**src/rtl/monitor_contador_vaivem.sv**
```systemverilog
// Checker for the up/down (vai-e-vem) counter stage: tracks direction,
// counts full cycles, flags illegal steps. Macro: MONITOR_VOLTAS_SATURA_EN.
module monitor_contador_vaivem #(
  parameter int LARGURA        = 4,
  parameter int LARGURA_VOLTAS = 8
) (
  input  logic                      clock,
  input  logic                      reset,
  input  logic [LARGURA-1:0]        valor,
  input  logic                      valido,
  output logic                      sentido,
  output logic                      sincronizado,
  output logic [LARGURA_VOLTAS-1:0] voltas,
  output logic                      erro
);

  localparam logic [2:0] INICIO   = 3'd0;
  localparam logic [2:0] SUBINDO  = 3'd1;
  localparam logic [2:0] TOPO     = 3'd2;
  localparam logic [2:0] DESCENDO = 3'd3;
  localparam logic [2:0] BASE     = 3'd4;

  localparam logic [LARGURA-1:0] MAX  = '1;
  localparam logic [LARGURA-1:0] ZERO = '0;
  localparam logic [LARGURA-1:0] UM   = LARGURA'(1);

  localparam logic [LARGURA_VOLTAS-1:0] V_UM  =
    LARGURA_VOLTAS'(1);
  localparam logic [LARGURA_VOLTAS-1:0] V_MAX = '1;

  logic [2:0]                estado_q, estado_d;
  logic [LARGURA-1:0]        prev_q, prev_d;
  logic [LARGURA_VOLTAS-1:0] voltas_q, voltas_d;
  logic                      erro_q, erro_d;
  logic                      sentido_q, sentido_d;
  logic                      sinc_q, sinc_d;

  logic [LARGURA-1:0]        prev_mais;
  logic [LARGURA-1:0]        prev_menos;
  logic                      falha;
  logic                      conta;

  // Expected neighbours of the previous sample, no wrap-around.
  always_comb begin
    prev_mais  = prev_q + UM;
    prev_menos = prev_q - UM;
  end

  // Sequence tracker: judges each valid sample against the state.
  always_comb begin
    estado_d = estado_q;
    prev_d   = prev_q;
    falha    = 1'b0;
    conta    = 1'b0;
    if (valido) begin
      prev_d = valor;
      case (estado_q)
        INICIO: begin
          if (valor == ZERO) estado_d = SUBINDO;
        end
        SUBINDO: begin
          if (prev_q == MAX || valor != prev_mais)
            falha = 1'b1;
          else if (valor == MAX)
            estado_d = TOPO;
        end
        TOPO: begin
          if (valor == MAX) estado_d = DESCENDO;
          else              falha    = 1'b1;
        end
        DESCENDO: begin
          if (prev_q == ZERO || valor != prev_menos)
            falha = 1'b1;
          else if (valor == ZERO)
            estado_d = BASE;
        end
        BASE: begin
          if (valor == ZERO) begin
            estado_d = SUBINDO;
            conta    = 1'b1;
          end else begin
            falha = 1'b1;
          end
        end
        default: begin
          estado_d = INICIO;
        end
      endcase
      // The offending sample never doubles as a resync zero.
      if (falha) estado_d = INICIO;
    end
  end

  // Sticky error flag.
  always_comb begin
    erro_d = erro_q | falha;
  end

  // Completed-cycle counter, wrapping or saturating.
  always_comb begin
    voltas_d = voltas_q;
    if (conta) begin
`ifdef MONITOR_VOLTAS_SATURA_EN
      if (voltas_q != V_MAX) voltas_d = voltas_q + V_UM;
`else
      voltas_d = voltas_q + V_UM;
`endif
    end
  end

  // Status outputs decoded from the next state so they leave a flop.
  always_comb begin
    sentido_d = (estado_d == TOPO) || (estado_d == DESCENDO);
    sinc_d    = (estado_d != INICIO);
  end

  // State registers with asynchronous active-low clear.
  always_ff @(posedge clock or negedge reset) begin
    if (!reset) begin
      estado_q  <= INICIO;
      prev_q    <= ZERO;
      voltas_q  <= '0;
      erro_q    <= 1'b0;
      sentido_q <= 1'b0;
      sinc_q    <= 1'b0;
    end else begin
      estado_q  <= estado_d;
      prev_q    <= prev_d;
      voltas_q  <= voltas_d;
      erro_q    <= erro_d;
      sentido_q <= sentido_d;
      sinc_q    <= sinc_d;
    end
  end

  assign sentido      = sentido_q;
  assign sincronizado = sinc_q;
  assign voltas       = voltas_q;
  assign erro         = erro_q;

  // Illegal encodings cannot be reached from reset.
  unused_chk_a: assert property (
    @(posedge clock) disable iff (!reset) estado_q <= BASE
  );

endmodule

```
**config.mk**
```make
export PLATFORM = sky130hd
export DESIGN_NAME = monitor_contador_vaivem
export DESIGN_NICKNAME = d
export VERILOG_FILES = /design/src/rtl/monitor_contador_vaivem.sv
export SDC_FILE = /design/constraint.sdc
export NUM_CORES = 1
export LEC_CHECK = 0
export CAP_MARGIN = 5
export CORE_UTILIZATION = 40
export CTS_CLUSTER_DIAMETER = 150
export CTS_CLUSTER_SIZE = 24
export DETAILED_ROUTE_END_ITERATION = 6
export PLACE_DENSITY = 0.63
export SLEW_MARGIN = 20
export SYNTH_ARGS = -nofsm -noshare
export SYNTH_HDL_FRONTEND = slang
export SYNTH_SLANG_ARGS = --single-unit
```
**constraint.sdc**
```tcl
create_clock -name clock -period 1.95 [get_ports clock]
set_clock_uncertainty 0.15 [all_clocks]
set_input_delay 0.2925 -clock clock [delete_from_list [all_inputs] [get_ports clock]]
set_output_delay 0.2925 -clock clock [all_outputs]
set_load 0.005 [all_outputs]
```
==> results.py <==
metrics = {
    "hold_path": {
        "hold_path_class": "input pin to async pin",
    },
    "pwr": {
        "p_leak_nw": 0.700,
        "finalPower_mw": 1.13,
        "powerDensity_mw_per_mm2": 729,
        "max-vdd-ir-drop_uv": 553,
    },
    "floorplanning": {
        "die_area_mm2": 0.00295,
        "dieHeight_um": 54.3,
        "start_util_pct": 43.4,
        "num_io_pins": 18,
        "core.rowCount": 18,
        "fp.coreArea_mm2": 0.00252,
        "die_w_um": 54.3,
    },
    "global_routing": {
        "grt_pass1_vias": 956,
        "grt_max_degree": 19,
        "grt_pass1_wl_um": 4190,
        "grt.total_usage_pct": 20.0,
        "grt_remaining_overflow": 0,
        "antenna_found_initial": 0,
    },
    "finish": {
        "layout_common_cells": "buf_4 (22), dfrtp_1 (17), clkdlybuf4s50_1 (13), xnor2_1 (10), nand2_1 (10)",
        "syn2layout_area_growth_pct": 42.0,
        "final_cell_area_mm2": 0.00155,
        "final_common_cell": "buf_4",
        "drive_gt1_share_pct": 30.0,
        "n_antenna_cell": 0,
        "instances_no_fill": 180,
        "nets": 162,
        "fillers": 217,
    },
    "detailed_routing": {
        "routed.top_layer": "met4",
        "vias": 996,
        "wl_met1_um": 1090,
        "final_antenna_net_count": 0,
        "drt_iter0_drc": 28,
        "wl_um": 2540,
        "via_per_inst": 5.53,
        "dr_wl_met2_um": 1300,
        "wl_per_cell_um": 14.1,
        "drc_errors": 0,
        "drtPass1Iterations": 4,
        "wl_met3_um": 106,
    },
    "sta": {
        "finalHoldViolCount": 0,
        "relSlewSlack_pct": 78.5,
        "worstMarginPinSlew_ns": 0.319,
        "fin_crit_sh_pct": 102,
        "rsz0062_at_grt": "yes",
        "post-route-min-period_ns": 1.98,
        "setup_viol_count_final": 1,
        "setup_ws_ns": -0.0329,
        "max_freq_mhz": 504,
        "setup-tns-final_ns": -0.0329,
        "slew_viol_final": 0,
    },
    "run": {
        "drv_cap": 0,
    },
    "cts": {
        "cts_root_buf": "clkbuf_4",
        "clk_latency_ns": 0.29,
        "cts_hold_buf": 0,
        "cts_tree": "done",
        "clk_path_buf_depth": 2,
        "clkSinkCount": 18,
        "h-tree-depth": 1,
        "cts_made_buffers": 3,
        "clkTransAtPathRegs_ns": 0.09,
    },
    "setup_path": {
        "cpPeakStageDelay_ns": 0.42,
        "crit_cells": 7,
        "cp.required_ns": 2.01,
        "path_buf_inv": 1,
        "regToRegSetupSlack_ns": -0.03,
        "crit_arrival_ns": 2.05,
        "reg2regPathDepth": 7,
        "r2r-end": "sincronizado",
        "path_cells": "ha_2 -> o21ba_1 -> a22oi_2 -> nand4_1 -> buf_4 -> o21a_1 -> o22ai_1",
        "endpoint_kind": "flip-flop",
        "cp_slowest_cell": "dfrtp_1",
        "worstPathMaxFanout": 4,
        "cp_top_family": "compound AO/OA/AOI/OAI gates",
        "startpoint_type": "flip-flop",
        "r2r-start": "prev_q[0]",
        "path_class": "flip-flop to flip-flop",
    },
    "synthesis": {
        "synth_xor_area_share_pct": 11.2,
        "syn_inst": 111,
        "syn_avg_cell_area_um2": 9.85,
        "synth_top_family_by_area": "simple AND/OR/NAND/NOR gates",
        "ys_seq_area_share_pct": 41.2,
        "netlist_area_mm2": 0.00109,
        "synth_adder_area_share_pct": 3.43,
        "synth-simple-area-share_pct": 21.1,
        "synthMuxAreaShare_pct": 3.09,
        "ys_ff_latch": 18,
        "synth_top_cell_area_share_pct": 41.2,
        "synth.largest_area_cell": "dfrtp_1",
        "yosysUniqueCellTypes": 39,
        "ys.warnings.count": 0,
        "synth.area.top_cells": "dfrtp_1 (41%), xnor2_1 (8.0%), ha_1 (3.4%)",
        "syn_nets": 121,
        "synth-compound-area-share_pct": 16.0,
    },
    "placement": {
        "numPortBuffers": 17,
        "post-dp-hpwl_um": 1870,
        "place_ws_ns": -0.429,
        "place_area_mm2": 0.00143,
        "post-place-cells": 174,
        "gp_congestion": 0.977,
    },
    "run_status": {
        "violations": "setup timing",
        "status": "complete, but fails checks",
    },
}
[synth_stat cells]
cell,number
xor2_1,4
o211ai_1,1
or2_2,1
mux2_1,1
o21bai_1,1
a31o_2,1
a32oi_1,1
o21ba_1,1
and3_1,1
nand3_1,3
nand2_1,10
a22oi_1,2
nand4_1,6
nor4_4,1
inv_1,8
nor2_1,7
o22ai_1,1
o2bb2ai_1,1
nor3_1,1
a21o_1,2
or4_4,1
o41ai_1,2
buf_2,2
mux2_2,2
and4_1,1
a221oi_1,1
o21a_1,1
a21boi_0,1
ha_1,3
a41oi_1,3
nand4b_1,1
nand3b_1,2
o21ai_0,2
o211a_1,1
and2_1,2
dfrtp_1,18
clkbuf_1,1
nor2b_1,3
xnor2_1,10
[metal layers]
metal	up-vias	track usage, %
met2	31	33.1
met1	479	26.0
met5	-	0
met4	0	9.83
li1	480	-
met3	6	1.94
[registers in the layout (all words and copies together) (netlist names)]
register	flops
prev_q	4
sentido	1
voltas	8
erro	1
estado_q	3
sincronizado	1
[what timing repair did]
| item | in CTS | in global routing |
|---|---|---|
| resized for setup | 13 | 7 |
| pin swaps | 8 | 6 |
| endpoints found under the hold margin | 0 | 0 |
| cloned | 0 | 0 |
| endpoints found under the setup margin | 8 | 5 |
| setup buffers | 1 | 3 |
[cells by family (layout without fill, tap and decap cells)]
| kind of cell | count (synthesis) | in the layout |
|---|---|---|
| compound gates | 22 | 22 |
| xor+xnor | 14 | 14 |
| fa+ha+maj | 3 | 3 |
| buf+inv | 11 | 50 |
| flops | 18 | 18 |
| mux | 3 | 3 |
| simple gates | 40 | 40 |
[area by class of cell]
class / instances / area, µm² / area share, %
Tap cell: 30 / 37.5 / 2.42
Sequential cell: 18 / 452 / 29.1
Timing Repair Buffer: 39 / 330 / 21.3
Inverter: 8 / 30.0 / 1.93
Multi-Input combinational cell: 82 / 681 / 43.8
Clock buffer: 3 / 22.5 / 1.45
[through the flow]
stage          util (%)  hold slack [ns]
2_1_floorplan         -           -0.153
3_3_place_gp       56.7            0.310
3_5_place_dp       56.7            0.317
4_1_cts            59.2            0.167
5_1_grt            61.6            0.173
6_report           61.6            0.171
[worst max-delay path by stage]
stage | from | endpoint | slack [ns]
CTS | prev_q[0] | sincronizado | 0.009
global placement | valor[3] | estado_q[1] | -0.37
floorplan | prev_q[0] | estado_q[1] | 0.03
finish | prev_q[0] | sincronizado | -0.03
global route | prev_q[0] | sincronizado | -0.14
detailed placement | valor[3] | estado_q[1] | -0.43
[where the power goes]
part           leakage (nW)  internal [mW]  total, mW  switching, mW
clock network        0.0138         0.0718      0.178          0.106
logic                 0.455          0.252      0.482          0.230
registers             0.231          0.417      0.472         0.0556
No activity file was read; power rests on OpenSTA's default activity.
